==> config.mk <==
export PLATFORM = sky130hd
export DESIGN_NAME = uart_mux_arbiter
export DESIGN_NICKNAME = d
export VERILOG_FILES = /design/src/rtl/uart_mux_arbiter.sv
export SDC_FILE = /design/constraint.sdc
export NUM_CORES = 1
export LEC_CHECK = 0
export ABC_AREA = 1
export BUFFER_PORTS_ARGS = -buffer_cell sky130_fd_sc_hd__buf_2
export CORE_ASPECT_RATIO = 1.5
export CORE_UTILIZATION = 45
export CTS_BUF_LIST = sky130_fd_sc_hd__clkbuf_16
export CTS_CLUSTER_DIAMETER = 60
export CTS_CLUSTER_SIZE = 10
export DETAILED_ROUTE_END_ITERATION = 16
export PLACE_DENSITY = 0.66
export SLEW_MARGIN = 20
export SYNTH_ARGS = -nofsm -noshare
export SYNTH_HDL_FRONTEND = slang
export SYNTH_SLANG_ARGS = --single-unit
==> constraint.sdc <==
create_clock -name clk -period 1.3 [get_ports clk]
set_input_delay 0.065 -clock clk [delete_from_list [all_inputs] [get_ports clk]]
set_output_delay 0.065 -clock clk [all_outputs]
set_load 0.05 [all_outputs]
==> src/rtl/uart_mux_arbiter.sv <==
// Round-robin owner of the shared host UART link across four targets, with pin-forced override.
// Define UART_ARB_TIMEOUT_EN to cut grants that exceed MAX_HOLD clocks.
module uart_mux_arbiter #(
    parameter int IDLE_CYCLES = 160,
    parameter int MAX_HOLD    = 65535
) (
    input  logic       clk,
    input  logic       rst,
    input  logic [3:0] tgt_rx,
    input  logic       host_rx,
    input  logic       force_en,
    input  logic [1:0] force_sel,
    output logic [1:0] sel,
    output logic       grant,
    output logic [3:0] pending,
    output logic       timeout_pulse
);
    localparam int IDLE_W = $clog2(IDLE_CYCLES);
    localparam logic [IDLE_W-1:0] IDLE_LAST = IDLE_W'(IDLE_CYCLES - 1);

    typedef enum logic [1:0] {
        S_IDLE,
        S_GRANT,
        S_FORCED
    } state_t;

    state_t            state;
    logic [3:0]        tgt_s1;
    logic [3:0]        tgt_s2;
    logic [3:0]        tgt_prev;
    logic              host_s1;
    logic              host_s2;
    logic              force_s1;
    logic              force_s2;
    logic [1:0]        last;
    logic [IDLE_W-1:0] idle_cnt;
    logic [3:0]        owned;
    logic [3:0]        new_req;
    logic [3:0]        set_pending;
    logic              link_quiet;
    logic              idle_done;
    logic              pick_valid;
    logic [1:0]        pick_idx;

`ifdef UART_ARB_TIMEOUT_EN
    localparam int HOLD_W = $clog2(MAX_HOLD + 1);
    localparam logic [HOLD_W-1:0] HOLD_LAST = HOLD_W'(MAX_HOLD - 1);

    logic [HOLD_W-1:0] hold_cnt;
    logic              hold_done;

    assign hold_done = (hold_cnt == HOLD_LAST);
`else
    // MAX_HOLD only matters when the timeout is compiled in.
    assign timeout_pulse = (MAX_HOLD < 0);
`endif

    // The owner's own start bits are traffic, not new requests.
    assign owned       = (state != S_IDLE) ? (4'b0001 << sel) : 4'b0000;
    assign new_req     = tgt_prev & ~tgt_s2 & ~owned;
    assign set_pending = pending | new_req;
    assign link_quiet  = tgt_s2[sel] & host_s2;
    assign idle_done   = link_quiet && (idle_cnt == IDLE_LAST);

    // Nearest offset after last wins, so scan from the farthest offset inward.
    always_comb begin
        logic [1:0] cand;
        pick_valid = 1'b0;
        pick_idx   = last;
        cand       = last;
        for (int k = 4; k >= 1; k--) begin
            cand = last + 2'(k);
            if (pending[cand]) begin
                pick_valid = 1'b1;
                pick_idx   = cand;
            end
        end
    end

    always_ff @(posedge clk) begin
        if (rst) begin
            tgt_s1    <= 4'hF;
            tgt_s2    <= 4'hF;
            tgt_prev  <= 4'hF;
            host_s1   <= 1'b1;
            host_s2   <= 1'b1;
            force_s1  <= 1'b0;
            force_s2  <= 1'b0;
            state     <= S_IDLE;
            sel       <= 2'd0;
            grant     <= 1'b0;
            pending   <= 4'h0;
            last      <= 2'd3;
            idle_cnt  <= '0;
`ifdef UART_ARB_TIMEOUT_EN
            hold_cnt      <= '0;
            timeout_pulse <= 1'b0;
`endif
        end else begin
            tgt_s1   <= tgt_rx;
            tgt_s2   <= tgt_s1;
            tgt_prev <= tgt_s2;
            host_s1  <= host_rx;
            host_s2  <= host_s1;
            force_s1 <= force_en;
            force_s2 <= force_s1;
            pending  <= set_pending;
`ifdef UART_ARB_TIMEOUT_EN
            timeout_pulse <= 1'b0;
`endif
            if (force_s2) begin
                state    <= S_FORCED;
                sel      <= force_sel;
                grant    <= 1'b1;
                idle_cnt <= '0;
`ifdef UART_ARB_TIMEOUT_EN
                hold_cnt <= '0;
`endif
            end else begin
                case (state)
                    S_IDLE: begin
                        if (pick_valid) begin
                            state    <= S_GRANT;
                            sel      <= pick_idx;
                            last     <= pick_idx;
                            grant    <= 1'b1;
                            pending  <= set_pending & ~(4'b0001 << pick_idx);
                            idle_cnt <= '0;
`ifdef UART_ARB_TIMEOUT_EN
                            hold_cnt <= '0;
`endif
                        end
                    end
                    S_GRANT: begin
                        if (!link_quiet) begin
                            idle_cnt <= '0;
                        end else if (!idle_done) begin
                            idle_cnt <= idle_cnt + IDLE_W'(1);
                        end
                        if (idle_done) begin
                            state <= S_IDLE;
                            grant <= 1'b0;
                        end
`ifdef UART_ARB_TIMEOUT_EN
                        // A hung or chatty target loses the link after MAX_HOLD clocks.
                        if (!hold_done) begin
                            hold_cnt <= hold_cnt + HOLD_W'(1);
                        end else begin
                            state         <= S_IDLE;
                            grant         <= 1'b0;
                            timeout_pulse <= 1'b1;
                        end
`endif
                    end
                    default: begin
                        state <= S_IDLE;
                        grant <= 1'b0;
                    end
                endcase
            end
        end
    end
endmodule
# Word level (Yosys, flattened, before mapping)
# Index checks and enable logic that the tools add are counted.
[op_classes] n_eq_ne=7 magnitude_cmp=5 n_bitwise=9 muxes=36 reduce_logical=12 add_sub_neg=4 n_shift=2
[op_table] cell="$mux 8" count=3
[op_table] cell="$mux 2" count=9
[op_table] cell="$mux 4" count=4
[op_table] cell="$pmux 8 s2" count=1
[op_table] cell="$lt 2x3->1 const B" count=5
[op_table] cell="$and 4x4->4" count=3
[op_table] cell="$mux 1" count=12
[op_table] cell="$not 4->4" count=3
[op_table] cell="$bmux 1 s2" count=5
[op_table] cell="$ne 3x3->1 const B" count=3
[op_table] cell="$add 8x1->8 const B" count=1
[op_table] cell="$eq 8x8->1 const B" count=1
[op_table] cell="$reduce_bool 2->1" count=4
[op_table] cell="$shl 1x2->4 const A" count=2
[op_table] cell="$reduce_and 2->1" count=3
[op_table] cell="$reduce_and 3->1" count=2
[op_table] cell="$add 2x2->2 const B" count=2
[op_table] cell="$ne 2x2->1 const B" count=2
[op_table] cell="$or 4x4->4" count=1
[op_table] cell="$pmux 2 s2" count=1
[op_table] cell="$add 2x1->2 const B" count=1
[op_table] cell="$eq 2x1->1 const B" count=1
[op_table] cell="$logic_not 2->1" count=1
[op_table] cell="$pmux 1 s2" count=1
[op_table] cell="4 further kinds" count=4
[word_totals] wordCells=89 regBits=35 output_inout_bits=8 in_bits=10

# Logic depth before layout (Yosys ltp)
# Gate-level depths: netlist of the first run.
[logic_depth] ltp_word=12 ltp_mapped=12 mapped_depth_nobuf=12

# Least setup slack after synthesis of the first run
# OpenSTA, ideal clock, no wires.
[synth_timing] path_kind="register to register" start="register pending[2]" end="register pending[3]" setup_time_ns=0.112 period_less_slack_ns=1.584 arrival_time_ns=1.472 path_stages_with_launch=10 setup_slack_ns=-0.284 path_buffers=0 t_required_ns=1.188 path_cell_list="dfxtp_1 > inv_1 > o21ai_2 > nor2_4 > nand2_4 > nand3_4 > inv_4 > nand3_2 > nor2_1 > nor2_1"
[synth_between] elab_chain_len=11 word_cells_on_any_way=21 classes_between="shift (1); mux (18); bitwise (2)"
[synth_lines] item="start, declared" line="15" rtl="output logic [3:0] pending,"
[synth_lines] item="start signal, assigned" line="107" rtl="pending <= set_pending;"
[synth_lines] item="start signal, assigned" line="127" rtl="pending <= set_pending & ~(4'b0001 << pick_idx);"
[synth_lines] item="$bmux 1 s2" line="73" rtl="if (pending[cand]) begin"
[synth_lines] item="$mux 1 (implied by the code)" line="73"
[synth_lines] item="$mux 2 (3 in series)" line="73"
[synth_lines] item="$shl 1x2->4" line="127"
[synth_lines] item="$not 4->4" line="127"
[synth_lines] item="$and 4x4->4" line="127"
[synth_lines] item="$mux 4 (*)" line="122" rtl="if (pick_valid) begin"
[synth_lines] item="$mux 4 (*)" line="120" rtl="case (state)"
[synth_lines] item="$mux 4 (*)" line="111" rtl="if (force_s2) begin"
# Mark *: on every way between the ends. The rest lies on a longest branch, timed or not. The select of a mux whose other input is x is not followed.
# A chain may end at the register's enable or synchronous reset.

# Worst setup path after layout of the first run
[layout_timing] start="register last[0]" end="register pending[3]"
[layout_between] elab_chain_len=12 word_cells_on_any_way=24 classes_between="add/sub (3); shift (1); mux (18); bitwise (2)"
[layout_lines] item="start, declared" line="35" rtl="logic [1:0] last;"
[layout_lines] item="start signal, assigned" line="125" rtl="last <= pick_idx;"
[layout_lines] item="$add 2x2->2" line="72" rtl="cand = last + 2'(k);"
[layout_lines] item="$bmux 1 s2" line="73"
[layout_lines] item="$mux 1 (implied by the code)" line="73"
[layout_lines] item="$mux 2 (3 in series)" line="73"
[layout_lines] item="$shl 1x2->4" line="127"
[layout_lines] item="$not 4->4" line="127"
[layout_lines] item="$and 4x4->4" line="127"
[layout_lines] item="$mux 4 (*)" line="122"
[layout_lines] item="$mux 4 (*)" line="120"
[layout_lines] item="$mux 4 (*)" line="111"
# Marked as above.

==> flow_summary.yaml, run 1 <==
power_and_ir_drop:
  switching_share: 0.393
  power_leakage_uw: 0.00118
  powerDensity_nw_per_um2: 1690
  pwr-share-seq: 0.288
  ir_drop_mv: 1.29
  power_frac_comb: 0.408
  intPower_uw: 2720
  clkPwrFrac: 0.303
  switchingPower_uw: 1760
floorplan:
  fp-row-count: 27
  die_h_um: 78.5
  initial_core_util: 0.472
  die-area_um2: 4160
  die_w_um: 53.0
  top_level_ports: 18
  core-area_um2: 3720
worst_setup_path:
  critPathSlowestCell: "dfxtp_4"
  critPathMaxFanout: 6
  critPathLaunchType: "register"
  cp-end-kind: "register"
  worstPathRequired_ns: 1.48
  crit_type: "register to register"
  arrival_ns: 1.52
  path_cells: "buf_6 -> nand2_2 -> nand2_4 -> nor2_4 -> nand2_4 -> nand3_4 -> inv_4 -> nand3_4 -> nor2_2 -> nor2_1"
  cp_slowest_stage_delay_ns: 0.38
routing:
  drcViolationCount: 0
  wl_met1_um: 1750
  antenna_left: 0
  wl_met3_um: 100
  viasPerCell: 5.06
  wl_per_cell_um: 13.4
  wl_met2_um: 2540
  drt_iter0_drc: 15
  vias: 1716
  routed.top_layer: "met4"
  dr.pass1.iters: 3
  routed_wl_um: 4560
synth:
  synth_cell_types: 32
  synth_seq_cells: 35
  syn-cell-area_um2: 1750
  syn_inst: 239
  syn_nets: 250
  synth-seq-area-share: 0.399
  synth.avg_cell_area_um2: 7.34
  yosys_warnings: 0
final_layout:
  regArea_um2: 736
  n_antenna_cell: 0
  multi_input_area_um2: 1190
  area_delta_synth_final_pct: 50.6
  fin_cells: 339
  drive_above_1_share: 0.534
  num-fill-cells: 308
  num-nets-final: 306
  fin_area_um2: 2640
placed_design:
  hpwlAfterDp_um: 2950
  placed_cell_area_um2: 2090
  port_buffers: 16
  placed_cells: 320
  gp_congestion: 0.869
timing:
  fin_skew_ns: 0.00470
  final.setup.worst_slack_ns: -0.0455
  post-route-period-util: 1.04
  finalSetupViolations: 12
  fmax_ghz: 0.743
  finalCriticalPeriod_ns: 1.35
  final-hold-violation-count: 0
  slew_violations: 0
  rsz0062_at_grt: "yes"
clock_network:
  path_clk_slew_ns: 0.06
  cts_tree: "yes"
  cts_buffers: 5
  htreeDepth: 2
  clock_tree.root_cell: "clkbuf_16"
  clk_latency_ns: 0.28
  clock-sinks: 35
  cts_buffer_depth: 2
run:
  maxCapViolCount: 0
grt:
  first_global_vias: 1619
  grt_pass1_wl_um: 7020
  grt_max_degree: 13
  grt_use_total: 0.234
  grt-ovfl-total: 0
  antenna_found_initial: 0
outcome:
  outcome: "finished, violations left"
  violations: "setup timing"
hold_path:
  min-delay-path-class: "input port to register"
[cell type report]
type | instances | area share
flip-flops and latches | 35 | 0.278
clock buffers | 5 | 0.0473
repair buffers | 52 | 0.144
well taps | 43 | 0.0204
multi-input cells | 172 | 0.450
inverters | 29 | 0.0440
clock inverters | 3 | 0.0161
[logic make-up (layout without fill, tap and decap cells)]
family | Yosys count | count (layout) | share of synthesized area
adders and majority gates | 1 | 1 | 0.00713
and+or+nand+nor | 140 | 141 | 0.412
DFF | 35 | 35 | 0.399
xor gates and xnor gates | 1 | 1 | 0.00499
buffers and inverters | 33 | 89 | 0.0785
other | 1 | 1 | 0.00214
AOI/OAI and AO/OA | 28 | 28 | 0.0963
[final timing paths]
kind / start / end / slack, ns / cells after the start
worst max register to register: last[0] / pending[3] / -0.05 / 10
worst min register to register: force_s1 / force_s2 / 0.40 / 2
worst min-delay path: rst / force_s1 / 0.06 / 2
worst max-delay path: last[0] / pending[3] / -0.05 / 10
[routing by layer]
metal,track usage,vias to the layer above
li1,-,880
met1,0.234,797
met2,0.429,24
met3,0.0504,15
met4,0.116,0
met5,0,-
[power groups by stage]
stage | sequential, uW | clock (uW) | combinational (uW)
after global routing | 1310 | 1420 | 1980
after CTS | 1290 | 1380 | 1650
final | 1290 | 1360 | 1830
after floorplan | 1420 | 0 | 874
after detailed placement | 1280 | 0 | 1380
after global placement | 1280 | 0 | 1380
[Yosys cell counts]
| cell type | instances | area, um2 |
|---|---|---|
| a21boi_0 | 2 | 15.0 |
| a21o_1 | 1 | 7.51 |
| a21oi_1 | 12 | 60.1 |
| a21oi_2 | 2 | 17.5 |
| buf_4 | 1 | 7.51 |
| buf_6 | 1 | 11.3 |
| clkbuf_1 | 2 | 7.51 |
| clkinv_1 | 1 | 3.75 |
| conb_1 | 1 | 3.75 |
| dfxtp_1 | 35 | 701 |
| ha_1 | 1 | 12.5 |
| inv_1 | 22 | 82.6 |
| inv_2 | 5 | 18.8 |
| inv_4 | 1 | 6.26 |
| nand2_1 | 56 | 210 |
| nand2_2 | 14 | 87.6 |
| nand2_4 | 5 | 56.3 |
| nand3_1 | 19 | 95.1 |
| nand3_2 | 3 | 30.0 |
| nand3_4 | 1 | 17.5 |
| nand4_1 | 5 | 31.3 |
| nor2_1 | 16 | 60.1 |
| nor2_2 | 3 | 18.8 |
| nor2_4 | 2 | 22.5 |
| nor3_1 | 6 | 30.0 |
| o211ai_1 | 1 | 7.51 |
| o21ai_0 | 6 | 30.0 |
| o21ai_1 | 1 | 5.00 |
| o21ai_2 | 1 | 8.76 |
| o311ai_0 | 2 | 17.5 |
| or2_2 | 10 | 62.6 |
| xnor2_1 | 1 | 8.76 |
[per-stage QoR]
stage	hold slack [ns]	utilization	TNS [ns]	total power [uW]	worst slack (ns)
2_1_floorplan	0.169	-	0	2290	0.00760
3_3_place_gp	0.247	0.563	-0.647	2660	-0.0747
3_5_place_dp	0.249	0.563	-0.902	2670	-0.0910
4_1_cts	0.0697	0.674	-0.115	4320	-0.0339
5_1_grt	0.0780	0.711	-1.51	4700	-0.120
6_report	0.0577	0.711	-0.324	4480	-0.0455
[worst max-delay path: cells and delay by family, from the launching register on]
kind                   cells  cell delay, ns
flip-flops                 1            0.38
buffers and inverters      2            0.25
AND/OR/NAND/NOR            8            0.61
[cells in the final DEF (no fill, tap or decap), types with 2 or more instances in the layout]
cell,Yosys,final
buf_6,1,4
o21ai_1,1,2
nor3_1,6,3
inv_6,0,2
nand3_4,1,4
buf_2,0,16
clkinv_1,1,2
nand3_2,3,5
nand2_2,14,23
nand3_1,19,14
dfxtp_4,0,8
dfxtp_1,35,23
or2_2,10,10
nand2_1,56,35
a21oi_2,2,7
buf_4,1,26
nand4_1,5,5
o21ai_0,6,4
clkbuf_16,0,5
a21boi_0,2,2
inv_1,22,17
inv_2,5,9
a21oi_1,12,7
nand2_4,5,17
nor3_2,0,3
nor2_1,16,12
nor2_4,2,7
dfxtp_2,0,4
nor2_2,3,2
dlygate4sd3_1,0,6
[registers in the layout, indices dropped and copies added (netlist names)]
signal and flops:
tgt_s1 4, tgt_s2 4, idle_cnt 8, pending 4, grant 1, sel 2
state 2, force_s2 1, host_s2 1, host_s1 1, force_s1 1, tgt_prev 4
last 2
[repair_timing]
action	in CTS	in global routing
endpoints found under the hold margin	6	0
resized for setup	41	41
buffers inserted	3	1
hold buffers	6	0
endpoints found under the setup margin	18	18
pin swaps	13	15
gates cloned	1	0
Power figures use the tool's default switching activity.
==> run 2, diff against run 1 <==
- CTS_BUF_LIST: sky130_fd_sc_hd__clkbuf_16 -> sky130_fd_sc_hd__clkbuf_4
==> run 2 against run 1 <==
  * Largest cell class unchanged
  * Via count barely moved
  * Register-to-register slack got worse by 0.05 ns
  * Utilization fell by 2.6 points
  * Combinational power rose by 2%
  * The run still ends with setup timing left
  * Die area did not move
==> flow_summary.yaml, run 2 (synthesis results as in run 1) <==
floorplan:
  initial_core_util: 0.472
  die-area_um2: 4160
  fp-row-count: 27
  die_w_um: 53.0
  die_h_um: 78.5
  core-area_um2: 3720
  top_level_ports: 18
final_layout:
  utilization: 0.685
  fin_cells: 338
  top_register: "idle_cnt"
  fin_area_um2: 2540
  n_antenna_cell: 0
  largest_reg_flops: 8
  mostFrequentLayoutCells: "32 x nand2_1, 27 x nand2_2, 25 x buf_4"
  area_delta_synth_final_pct: 45.1
  num-nets-final: 305
  drive_above_1_share: 0.546
  final_common_cell: "nand2_1"
timing:
  finalSetupViolations: 15
  slew_violations: 0
  rsz0062_at_grt: "yes"
  fin_skew_ns: 0.0114
  final-hold-violation-count: 0
  post-route-period-util: 1.08
  final.setup.worst_slack_ns: -0.0993
  fmax_ghz: 0.715
  finalCriticalPeriod_ns: 1.40
hold_path:
  hp-start: "force_sel[0]"
  min-delay-path-class: "input port to register"
outcome:
  outcome: "finished, violations left"
  violations: "setup timing"
worst_setup_path:
  critPathSlowestCell: "dfxtp_4"
  worstPathRequired_ns: 1.57
  critPathLaunchType: "register"
  cp-endpoint: "idle_cnt[1]"
  reg2reg_setup_slack_ns: -0.1
  worst-r2r-cell-count: 10
  startpoint: "idle_cnt[1]"
  reg2reg_from: "idle_cnt[1]"
  cp_slowest_stage_delay_ns: 0.38
  r2r-end: "idle_cnt[1]"
  arrival_ns: 1.67
  crit_top_cell: "nand2_2"
  cp.buffers_inverters: 2
  crit_type: "register to register"
  path_cells: "ha_4 -> nand2_2 -> inv_2 -> nand2_2 -> nor2_2 -> nand3_2 -> nand2_4 -> buf_4 -> nand4_1 -> o21ai_1"
  path_depth: 10
  cp-end-kind: "register"
  path_delay_family: "simple AND/OR/NAND/NOR gates"
  critPathMaxFanout: 5
clock_network:
  path_clk_slew_ns: 0.11
  clock_tree.root_cell: "clkbuf_4"
  clock-sinks: 35
  cts_buffer_depth: 2
  htreeDepth: 2
  cts_tree: "yes"
  clk_latency_ns: 0.34
  cts_buffers: 5
routing:
  wl_met3_um: 147
  drcViolationCount: 0
  antenna_left: 0
  vias: 1715
  wl_met1_um: 1690
  drt_iter0_drc: 48
  routed_wl_um: 4480
  routed.top_layer: "met4"
  wl_per_cell_um: 13.3
  viasPerCell: 5.07
  wl_met2_um: 2510
  dr.pass1.iters: 4
placed_design:
  placed_cell_area_um2: 2090
  gp_congestion: 0.869
  hpwlAfterDp_um: 2950
  placed_cells: 320
  port_buffers: 16
grt:
  first_global_vias: 1551
  grt_max_degree: 13
  antenna_found_initial: 0
  grt_use_total: 0.216
  grt-ovfl-total: 0
  grt_pass1_wl_um: 6530
power_and_ir_drop:
  ir_drop_mv: 1.92
  powerDensity_nw_per_um2: 1550
  power.total_uw: 3950
  power_leakage_uw: 0.00112
run:
  maxCapViolCount: 0
==> run 2: changes by cell type in the layout (fill, tap and decap cells not counted), moves of 2 or more <==
cell,change
a21boi_0,-2
a21boi_1,+2
nand2_2,+4
nor2_4,-2
nor2_2,+3
clkbuf_4,+5
clkbuf_16,-5
nand3_1,-2
nand3_2,+2
nand2_1,-3
==> run 2: worst min path at each step <==
stage	to	slack, ns	depth (start not counted)
6_report	sel[0]	0.14	4
5_1_grt	sel[1]	0.13	4
4_1_cts	force_s1	0.005	2
3_5_place_dp	tgt_s1[0]	0.25	2
3_3_place_gp	tgt_s1[1]	0.25	2
2_1_floorplan	host_s1	0.17	1
==> run 2: per-layer routing <==
layer	up-vias	track usage
met1	767	0.229
met4	0	0.100
met3	15	0.0543
li1	878	-
met5	-	0
met2	55	0.380
==> run 2: stage by stage <==
stage	hold WS [ns]	TNS, ns	setup WS (ns)
detailed placement	0.249	-0.902	-0.0910
CTS	0.00505	-0.305	-0.0559
finish	0.136	-0.739	-0.0993
global placement	0.247	-0.647	-0.0747
global route	0.128	-1.83	-0.140
floorplan	0.169	0	0.00760
==> run 2: repair_timing <==
action                                  4_1_cts  5_1_grt
endpoints found under the setup margin       18       18
setup buffers                                 2        0
pin swaps                                    14       18
endpoints found under the hold margin         6        1
gates resized for setup                      29       57
cloned                                        0        1
hold buffers                                  6        1
==> run 2: final cells by class <==
class,instances,area [um2]
Timing Repair Buffer,51,372
Fill cell,340,1170
Inverter,29,121
Clock inverter,3,42.5
Sequential cell,35,733
Clock buffer,5,37.5
Multi-Input combinational cell,172,1180
Tap cell,43,53.8
==> run 2: power breakdown <==
part,internal [uW],switching (uW),total (uW)
Clock,405,384,790
Combinational,641,1230,1870
Sequential,1180,104,1280
Total,2230,1720,3950
==> run 2: tightest hold or removal path: stages <==
cell	delay [ns]
buf_2	0.08
nand2_1	0.05
a21boi_1	0.13
a21oi_2	0.12
==> run 3, diff against run 2 <==
- PLACE_DENSITY: 0.66 -> 0.71
==> run 3 against run 2 <==
  * The flow still finishes with violations (setup timing)
  * Clock power down 27%
  * Register-to-register slack gained 0.06 ns
  * Via count down 0.41%
  * Fmax rose by 4.6%
  * Setup slack improved by 0.061 ns
  * Die area unchanged
  * First-iteration DRC count is 35% lower
  * Largest power group unchanged
==> flow_summary.yaml, run 3 (synthesis results as in run 1) <==
outcome:
  outcome: "finished, violations left"
  violations: "setup timing"
worst_setup_path:
  worstPathRequired_ns: 1.53
  cp_slowest_stage_delay_ns: 0.38
  reg2reg_from: "last[0]"
  crit_top_cell: "nand2_4"
  critPathMaxFanout: 9
  path_cells: "buf_6 -> nand2_4 -> nand2_4 -> nor2_4 -> nand2_4 -> nand2_4 -> nand2_4 -> nand2_1 -> a21oi_1"
  path_delay_family: "simple AND/OR/NAND/NOR gates"
  worst-r2r-cell-count: 9
  critPathLaunchType: "register"
  critPathSlowestCell: "dfxtp_4"
  crit_type: "register to register"
  reg2reg_setup_slack_ns: -0.04
  cp-end-kind: "register"
  cp.buffers_inverters: 1
  arrival_ns: 1.57
  r2r-end: "idle_cnt[5]"
final_layout:
  largest_reg_flops: 8
  multi_input_area_um2: 1170
  final_common_cell: "nand2_1"
  mostFrequentLayoutCells: "36 x nand2_1, 25 x dfxtp_1, 21 x nand2_2, 21 x buf_4, 19 x nand2_4"
  area_delta_synth_final_pct: 39.4
  num-fill-cells: 335
  n_antenna_cell: 0
  regArea_um2: 728
  fin_cells: 332
  num-nets-final: 299
  top_register: "idle_cnt"
  drive_above_1_share: 0.505
routing:
  dr.pass1.iters: 4
  wl_per_cell_um: 12.6
  viasPerCell: 5.14
  drcViolationCount: 0
  routed_wl_um: 4170
  antenna_left: 0
  vias: 1708
  drt_iter0_drc: 31
clock_network:
  clock-sinks: 35
  path_clk_slew_ns: 0.10
  clk_latency_ns: 0.35
  cts_tree: "yes"
  clock_tree.root_cell: "clkbuf_4"
  htreeDepth: 2
  cts_buffers: 5
  cts_buffer_depth: 2
power_and_ir_drop:
  power.total_uw: 3660
  switchingPower_uw: 1650
  power_leakage_uw: 0.00108
  pwr-share-seq: 0.350
  intPower_uw: 2010
  ir_drop_mv: 1.30
  powerDensity_nw_per_um2: 1500
  clkPwrFrac: 0.158
  power_frac_comb: 0.492
  switching_share: 0.451
grt:
  grt_pass1_wl_um: 7020
  grt_use_total: 0.232
  antenna_found_initial: 0
  grt-ovfl-total: 0
  first_global_vias: 1690
  grt_max_degree: 13
floorplan:
  die_h_um: 78.5
  die_w_um: 53.0
  top_level_ports: 18
  core-area_um2: 3720
  initial_core_util: 0.472
  die-area_um2: 4160
  fp-row-count: 27
hold_path:
  holdPathStages: 2
  min-delay-path-class: "input port to register"
  min_to: "sel[1]"
  hp-start: "rst"
timing:
  rsz0062_at_grt: "yes"
  fmax_ghz: 0.747
  finalSetupViolations: 13
  slew_violations: 0
  final.setup.worst_slack_ns: -0.0379
  post-route-period-util: 1.03
  final-hold-violation-count: 0
  finalCriticalPeriod_ns: 1.34
  fin_skew_ns: 0.00970
run:
  maxCapViolCount: 0
placed_design:
  port_buffers: 16
  placed_cells: 314
  hpwlAfterDp_um: 2800
  gp_congestion: 0.813
run 3: worst max-delay path by stage:
stage,from,cells past startpoint,endpoint
floorplan,idle_cnt[0],10,idle_cnt[1]
global placement,idle_cnt[1],10,idle_cnt[1]
detailed placement,idle_cnt[1],10,idle_cnt[1]
CTS,idle_cnt[1],10,idle_cnt[5]
global route,idle_cnt[1],10,idle_cnt[1]
finish,last[0],9,idle_cnt[5]
run 3: metrics by stage:
step	instance area, um2	util	hold WS [ns]	setup TNS [ns]	worst slack (ns)
CTS	2350	0.632	0.0198	-0.516	-0.0554
finish	2440	0.658	0.0245	-0.283	-0.0379
global placement	2050	0.551	0.246	-1.25	-0.154
floorplan	1790	-	0.169	0	0.00760
global route	2440	0.658	0.0162	-1.51	-0.110
detailed placement	2050	0.551	0.250	-2.01	-0.204
run 3: layer usage:
layer	GRT usage	wire (um)	vias to the layer above	part of all wire
met5	0	0	-	0
met4	0.126	147	0	0.035
met3	0.0601	130	11	0.031
met2	0.414	2310	36	0.55
met1	0.232	1580	794	0.38
li1	-	-	867	-
run 3: power by group through the flow:
stage | Sequential, uW | Clock [uW] | Combinational [uW]
detailed placement | 1290 | 0 | 1380
floorplan | 1420 | 0 | 874
finish | 1280 | 579 | 1800
CTS | 1280 | 600 | 1630
global route | 1300 | 672 | 1950
global placement | 1280 | 0 | 1370
run 3: timing repair:
| action | CTS | global route |
|---|---|---|
| hold endpoints to repair | 6 | 0 |
| endpoints found under the setup margin | 18 | 18 |
| hold buffers | 6 | 0 |
| cloned | 1 | 0 |
| setup buffers | 2 | 1 |
| pin swaps | 18 | 11 |
| gates resized for setup | 44 | 27 |
run 3: layout make-up:
| class | instances | area share |
|---|---|---|
| Sequential cell | 35 | 0.298 |
| Tap cell | 43 | 0.0220 |
| Multi-Input combinational cell | 172 | 0.479 |
| Timing Repair Buffer | 45 | 0.131 |
| Inverter | 29 | 0.0476 |
| Clock inverter | 3 | 0.00768 |
| Clock buffer | 5 | 0.0154 |
